`src/rtl/int_to_fpu_if.sv`:
```
// Shared float-format definitions and the start/done handshake bundle between an
// integer source and the int_to_fpu converter.
package int_to_fpu_pkg;
    localparam int unsigned WORD_W = 32;

    typedef enum logic [1:0] {
        EXACT     = 2'd0,
        INEXACT   = 2'd1,
        OVERFLOW  = 2'd2,
        UNDERFLOW = 2'd3
    } status_t;
endpackage

interface int_to_fpu_if #(
    parameter int unsigned INT_W = 32
);
    import int_to_fpu_pkg::*;

    logic                start;
    logic [INT_W-1:0]    int_in;
    logic                busy;
    logic                done;
    logic [WORD_W-1:0]   data_out;
    status_t             status_out;

    modport master (
        output start, int_in,
        input  busy, done, data_out, status_out
    );

    modport slave (
        input  start, int_in,
        output busy, done, data_out, status_out
    );
endinterface

```
`src/rtl/int_to_fpu.sv`:
```
// Multi-cycle signed integer to packed float converter: takes the magnitude, normalizes
// one bit per clock, then packs sign/exponent/fraction with truncation.
module int_to_fpu
    import int_to_fpu_pkg::*;
#(
    parameter int unsigned INT_W  = 32,
    parameter int unsigned EXP_W  = 10,
    parameter int unsigned FRAC_W = 21,
    parameter int unsigned BIAS   = 511
) (
    input  logic          clock_100Khz,
    input  logic          reset,
    int_to_fpu_if.slave   bus
);
    localparam int unsigned CNT_W    = $clog2(INT_W);
    localparam int unsigned STICKY_W = INT_W - 1 - FRAC_W;

    typedef enum logic [1:0] {IDLE, ABS, NORMALIZE, PACK} state_t;

    state_t             state;
    logic [INT_W-1:0]   op;
    logic [INT_W-1:0]   mag;
    logic               sign;
    logic [CNT_W-1:0]   cnt;

    logic [EXP_W-1:0]   exp_c;
    logic [FRAC_W-1:0]  frac_c;
    logic               sticky_c;

    // Field extraction from the normalized magnitude; the leading 1 at mag[INT_W-1] is dropped.
    always_comb begin
        exp_c    = EXP_W'(BIAS + (INT_W - 1) - 32'(cnt));
        frac_c   = mag[INT_W-2 -: FRAC_W];
        sticky_c = |mag[STICKY_W-1:0];
    end

    always_ff @(posedge clock_100Khz) begin
        if (!reset) begin
            state          <= IDLE;
            op             <= '0;
            mag            <= '0;
            sign           <= 1'b0;
            cnt            <= '0;
            bus.busy       <= 1'b0;
            bus.done       <= 1'b0;
            bus.data_out   <= '0;
            bus.status_out <= EXACT;
        end else begin
            bus.done <= 1'b0;
            case (state)
                IDLE: begin
                    if (bus.start) begin
                        op       <= bus.int_in;
                        bus.busy <= 1'b1;
                        state    <= ABS;
                    end
                end
                ABS: begin
                    // Unsigned magnitude makes the most negative input come out as 2^(INT_W-1).
                    sign  <= op[INT_W-1];
                    mag   <= op[INT_W-1] ? -op : op;
                    cnt   <= '0;
                    state <= (op == '0) ? PACK : NORMALIZE;
                end
                NORMALIZE: begin
                    if (!mag[INT_W-1]) begin
                        mag <= mag << 1;
                        cnt <= cnt + CNT_W'(1);
                    end else begin
                        state <= PACK;
                    end
                end
                PACK: begin
                    if (mag == '0) begin
                        bus.data_out   <= '0;
                        bus.status_out <= EXACT;
                    end else begin
                        bus.data_out   <= {sign, exp_c, frac_c};
                        bus.status_out <= sticky_c ? INEXACT : EXACT;
                    end
                    bus.done <= 1'b1;
                    bus.busy <= 1'b0;
                    state    <= IDLE;
                end
                default: state <= IDLE;
            endcase
        end
    end
endmodule

```
`src/flat_wrapper.sv`:
```
// flat-port wrapper written by rule: the top's interface ports become plain ports
module int_to_fpu_flat import int_to_fpu_pkg::*;
#(
    parameter int unsigned INT_W  = 32,
    parameter int unsigned EXP_W  = 10,
    parameter int unsigned FRAC_W = 21,
    parameter int unsigned BIAS   = 511
)
  (clock_100Khz, reset, bus_start, bus_int_in, bus_busy, bus_done, bus_data_out, bus_status_out);
  int_to_fpu_if #(.INT_W(INT_W)) bus_i ();
  input  logic clock_100Khz;
  input  logic reset;
  input wire logic [$bits(bus_i.start)-1:0] bus_start;
  input wire logic [$bits(bus_i.int_in)-1:0] bus_int_in;
  output wire logic [$bits(bus_i.busy)-1:0] bus_busy;
  output wire logic [$bits(bus_i.done)-1:0] bus_done;
  output wire logic [$bits(bus_i.data_out)-1:0] bus_data_out;
  output wire logic [$bits(bus_i.status_out)-1:0] bus_status_out;
  assign bus_i.start = bus_start;
  assign bus_i.int_in = bus_int_in;
  assign bus_busy = bus_i.busy;
  assign bus_done = bus_i.done;
  assign bus_data_out = bus_i.data_out;
  assign bus_status_out = bus_i.status_out;
  int_to_fpu #(.INT_W(INT_W), .EXP_W(EXP_W), .FRAC_W(FRAC_W), .BIAS(BIAS)) u_core (.clock_100Khz(clock_100Khz), .reset(reset), .bus(bus_i));
endmodule
```
`config.mk`:
```
export PLATFORM = sky130hd
export DESIGN_NAME = int_to_fpu_flat
export DESIGN_NICKNAME = d
export VERILOG_FILES = /design/src/rtl/int_to_fpu_if.sv /design/src/rtl/int_to_fpu.sv /design/src/flat_wrapper.sv
export SDC_FILE = /design/constraint.sdc
export NUM_CORES = 1
export LEC_CHECK = 0
export CORE_ASPECT_RATIO = 1.1
export CORE_UTILIZATION = 42
export DETAILED_ROUTE_END_ITERATION = 12
export PLACE_DENSITY_LB_ADDON = 0.05
export SYNTH_ARGS = -nofsm -noshare
export SYNTH_HDL_FRONTEND = slang
export SYNTH_SLANG_ARGS = --single-unit
export TNS_END_PERCENT = 10
```
`constraint.sdc`:
```
create_clock -name clock_100Khz -period 5.86 [get_ports clock_100Khz]
set_input_delay 1.172 -clock clock_100Khz [delete_from_list [all_inputs] [get_ports clock_100Khz]]
set_output_delay 1.172 -clock clock_100Khz [all_outputs]
set_load 0.01 [all_outputs]
```
# After elaboration in Yosys (flattened, before gate mapping)
# Index checks and enable logic that the tools add are counted.
# totals
ff_bits	108
input_bits	35
# classes
addsub	3
eq_ne	6
mux	15
reduce_logical	10
# op_table
cell	n
$mux 32	3
$logic_not 32->1	2
$pmux 32 s2	1
$neg 32->32	1
$pmux 5 s2	1
$reduce_or 10->1	1
$sub 10x5->10 const A	1
$pmux 2 s4	1
$reduce_and 2->1	4
$mux 2	3
$add 5x1->5 const B	1
$mux 5	1
$eq 2x2->1 const B	2
$mux 1	4
$ne 2x2->1 const B	2
$reduce_bool 2->1	2
$eq 2x1->1 const B	1
$logic_not 2->1	1
$ne 2x1->1 const B	1
$pmux 1 s2	1

# Logic depth before layout (Yosys ltp)
# depth
depth_word	3
ltp_mapped	9
mapped_depth_nobuf	7

# Worst setup path before layout
# No wires, ideal clock.
# synth_timing
path_kind	flip-flop to flip-flop
start	register u_core.op[0]
end	register u_core.mag[30]
t_arrival_ps	2047
required_ps	5728
path_slack_ps	3681
stages_incl_launch_ff	9
n_path_buf	1
period_less_slack_ps	2179
cell_sequence	dfxtp_1 > inv_1 > ha_1 > or3b_1 > clkbuf_1 > or4_4 > o41ai_2 > xor2_1 > a21oi_1
# synth_via
elab_chain_cells	3
# synth_lines
element	line	rtl
from (decl)	int_to_fpu.sv:21	logic [INT_W-1:0] op;
from (signal assigned)	int_to_fpu.sv:53	op <= bus.int_in;
$neg 32->32	int_to_fpu.sv:61	mag <= op[INT_W-1] ? -op : op;
$mux 32	int_to_fpu.sv:61	
$pmux 32 s2	int_to_fpu.sv:50	case (state)
to (signal assigned)	int_to_fpu.sv:61	
to (signal assigned)	int_to_fpu.sv:67	mag <= mag << 1;
to (decl)	int_to_fpu.sv:22	logic [INT_W-1:0] mag;
# Every way passes these cells.
# A chain may end at the register's enable or synchronous reset.

# Final worst setup path
# layout_timing
start	input reset
end	register u_core.mag[8]
# layout_lines
element	line	rtl
from (decl)	flat_wrapper.sv:12	input logic reset;
# No word-level cell between the ends.

==> out/results.tsv <==
stage	metric	value	unit
floorplanning	ioPinCount	71	
sta	fin_worst_hold_slack	0.469	ns
outcome	status	finished, final reports clean	
grt	grt_max_degree	70	
clock_network	numClockSinks	107	
grt	gr-total-overflow	0	
clock_network	post_cts_resized	0	
setup_path	cp-end-kind	flop	
finish	multiInputGateArea	0.00262	mm2
min_path	whs_path_depth	2	
setup_path	reg2reg_depth	7	
sta	hold_violations	0	
routing	first_pass_iters	4	
finish	syn_to_final_growth	20.5	%
synthesis	synth_top_area_share	43.1	%
placement	portBuffers	69	
synthesis	synth.ff_latch_count	107	
power	p_leak	0.00208	uW
setup_path	cp-startpoint	reset	
floorplanning	coreArea	0.0115	mm2
synthesis	synth_fp_nets	635	
synthesis	yosysMostFrequentCell	dfxtp_1	
min_path	hold_end	u_core.bus.data_out[25]	
grt	track_usage	20.0	%
clock_network	cts_setup_buffers	0	
synthesis	yosys.area_share.simple	22.6	%
synthesis	synth_common_cells	dfxtp_1 (107), nand2_1 (91), a21oi_1 (57)	
clock_network	cts_root_buffer	clkbuf_16	
grt	grt_pass1_vias	3889	
clock_network	clockBufferDepth	2	
sta	finalClockSkew	0.00630	ns
sta	rsz0062_at_grt	no	
floorplanning	die_height	116	um
setup_path	crit_fanout	69	
setup_path	crit_type	primary input to flop	
synthesis	ys_types	45	
routing	vias_per_cell	5.34	
routing	drc	0	
synthesis	async_flop_share	0	%
sta	worst_slew_pin_slew	1.13	ns
synthesis	synth_compound_area_share	18.3	%
floorplanning	std_cell_rows	41	
setup_path	worstPathArrival	3.56	ns
synthesis	syn_inst	592	
grt	met1_usage	27.0	%
synthesis	ys_dominant_reg_cell	dfxtp_1	
setup_path	crit_required	6.06	ns
clock_network	clk_latency	0.34	ns
grt	grt_busiest_layer	met2	
grt	met3_usage	3.40	%
floorplanning	floorplan.initialDensity	43.3	%
sta	drv_slew	0	
finish	nFillCells	1171	
min_path	hold_start	u_core.bus.data_out[25]	
sta	period_share	57.4	%
synthesis	ys_seq_area_share	43.1	%
routing	drt-initial-drc-count	261	
synthesis	ys_warn_count	0	
grt	antenna_found_initial	0	
sta	fin_crit	3.36	ns
placement	dp_hpwl	8250	um
synthesis	synth_mux_area_share	5.03	%
floorplanning	die_area	0.0123	mm2
placement	pre_cts_ws	2.17	ns
sta	setup_viol	0	
synthesis	synth_edf_count	0	
placement	place_congestion	0.782	
flow_run	drv_cap	0	
sta	fmax	0.297	GHz
power	vdd.ir_drop.worst	186	uV
finish	drive_above_1_share	5.21	%
routing	totalWireLength	11700	um
min_path	hp-class	flop to flop	
clock_network	htreeDepth	3	
synthesis	syn_area_per_cell	8.40	um2
power	powerDensity	401	mW/mm2
sta	slew_headroom	24.9	%
clock_network	cts_tree	done	
routing	routedWlPerCell	14.9	um
synthesis	synth_area_leaders	dfxtp_1 (43%), nand2_1 (6.9%), a21oi_1 (5.7%), mux2i_1 (5.0%), a22oi_1 (3.8%)	
setup_path	reg2reg_to	u_core.mag[30]	
synthesis	synth_fa_ha_area_share	2.01	%
finish	finalNetCount	671	
setup_path	ff2ff_setup_slack	3.49	ns
synthesis	synth_top_family_by_area	simple AND/OR/NAND/NOR gates	
finish	diodes	0	
synthesis	synth_largest_area_cell	dfxtp_1	
setup_path	start_kind	primary input	
sta	layout_setup_ws	2.50	ns
setup_path	r2r_start	u_core.op[0]	
clock_network	hold_buffers	0	
clock_network	cts_buffers	9	
clock_network	clk_pin_slew	0.07	ns
sta	setup_tns	0	ns
synthesis	syn_area	0.00497	mm2
grt	grt.met2_usage	32.7	%
grt	grt_pass1_wl	19500	um
finish	seq_area	0.00214	mm2
synthesis	synthXorXnorAreaFrac	4.58	%
routing	ant_nets	0	
routing	via_count	4183	
floorplanning	die_w	106	um
through the flow:
stage	cells	cell area, um2	utilization [%]	total power, uW
floorplan	592	4970	-	1600
global placement	767	5700	49.6	1810
detailed placement	767	5700	49.6	1830
CTS	783	5990	52.1	2430
global route	783	5990	52.1	2580
finish	783	5990	52.1	2400
final cells by class:
| cell class | instances | share of cell area, % |
|---|---|---|
| flip-flops and latches | 107 | 35.8 |
| inverters | 6 | 0.376 |
| well taps | 150 | 3.13 |
| clock inverters | 5 | 0.877 |
| clock buffers | 11 | 4.05 |
| repair buffers | 73 | 12.0 |
| multi-input cells | 431 | 43.8 |
registers in the layout, summed over array words and instances, names as in the netlist, 2 cells and up:
register	flops
u_core.mag	32
u_core.op	32
u_core.bus.data_out	32
u_core.cnt	5
u_core.state	2
power breakdown:
| part | internal [uW] | total [uW] | switching (uW) |
|---|---|---|---|
| sequential | 829 | 962 | 132 |
| combinational | 307 | 843 | 536 |
| clock | 341 | 600 | 259 |
cells by family after synthesis:
kind of cell,count (synthesis)
AOI/OAI and AO/OA,138
muxes,25
and+or+nand+nor,233
xor gates and xnor gates,26
adders and majority gates,8
DFF,107
other,1
buffers and inverters,54
metal layers:
metal / vias to the layer above / wire length (um)
li1: 2178 / -
met1: 1909 / 5770
met2: 87 / 5320
met3: 9 / 469
met4: 0 / 117
met5: - / 0
how the worst max path moves through the flow:
stage                           endpoint  cells after the start
after floorplan           u_core.mag[30]                      8
after global placement     u_core.mag[6]                      4
after detailed placement   u_core.mag[8]                      4
after CTS                  u_core.mag[8]                      4
after global routing       u_core.mag[6]                      4
final                      u_core.mag[8]                      4
worst max-delay path: stages:
cell,delay [ns]
clkdlybuf4s50_1,0.87
inv_2,0.61
buf_4,0.68
o22ai_1,0.18
cell usage in the layout, fill, tap and decap left out, types with 7 or more instances in the layout:
cell type	netlist	layout
xor2_1	13	13
nand3_1	9	9
clkdlybuf4s50_1	0	69
clkbuf_16	0	9
ha_1	8	7
nand2_1	91	91
and3_1	9	9
o21ai_0	12	12
dfxtp_1	107	107
o31ai_1	8	8
mux2i_1	25	25
nand4_1	11	11
o22ai_1	10	10
nor3_1	9	9
nand2b_1	12	12
or4_1	8	8
xnor2_1	13	13
a21oi_1	57	57
nor2_1	47	47
a22oi_1	25	25
nor4_1	11	11
Note: power is estimated with default switching activity, not from simulation.
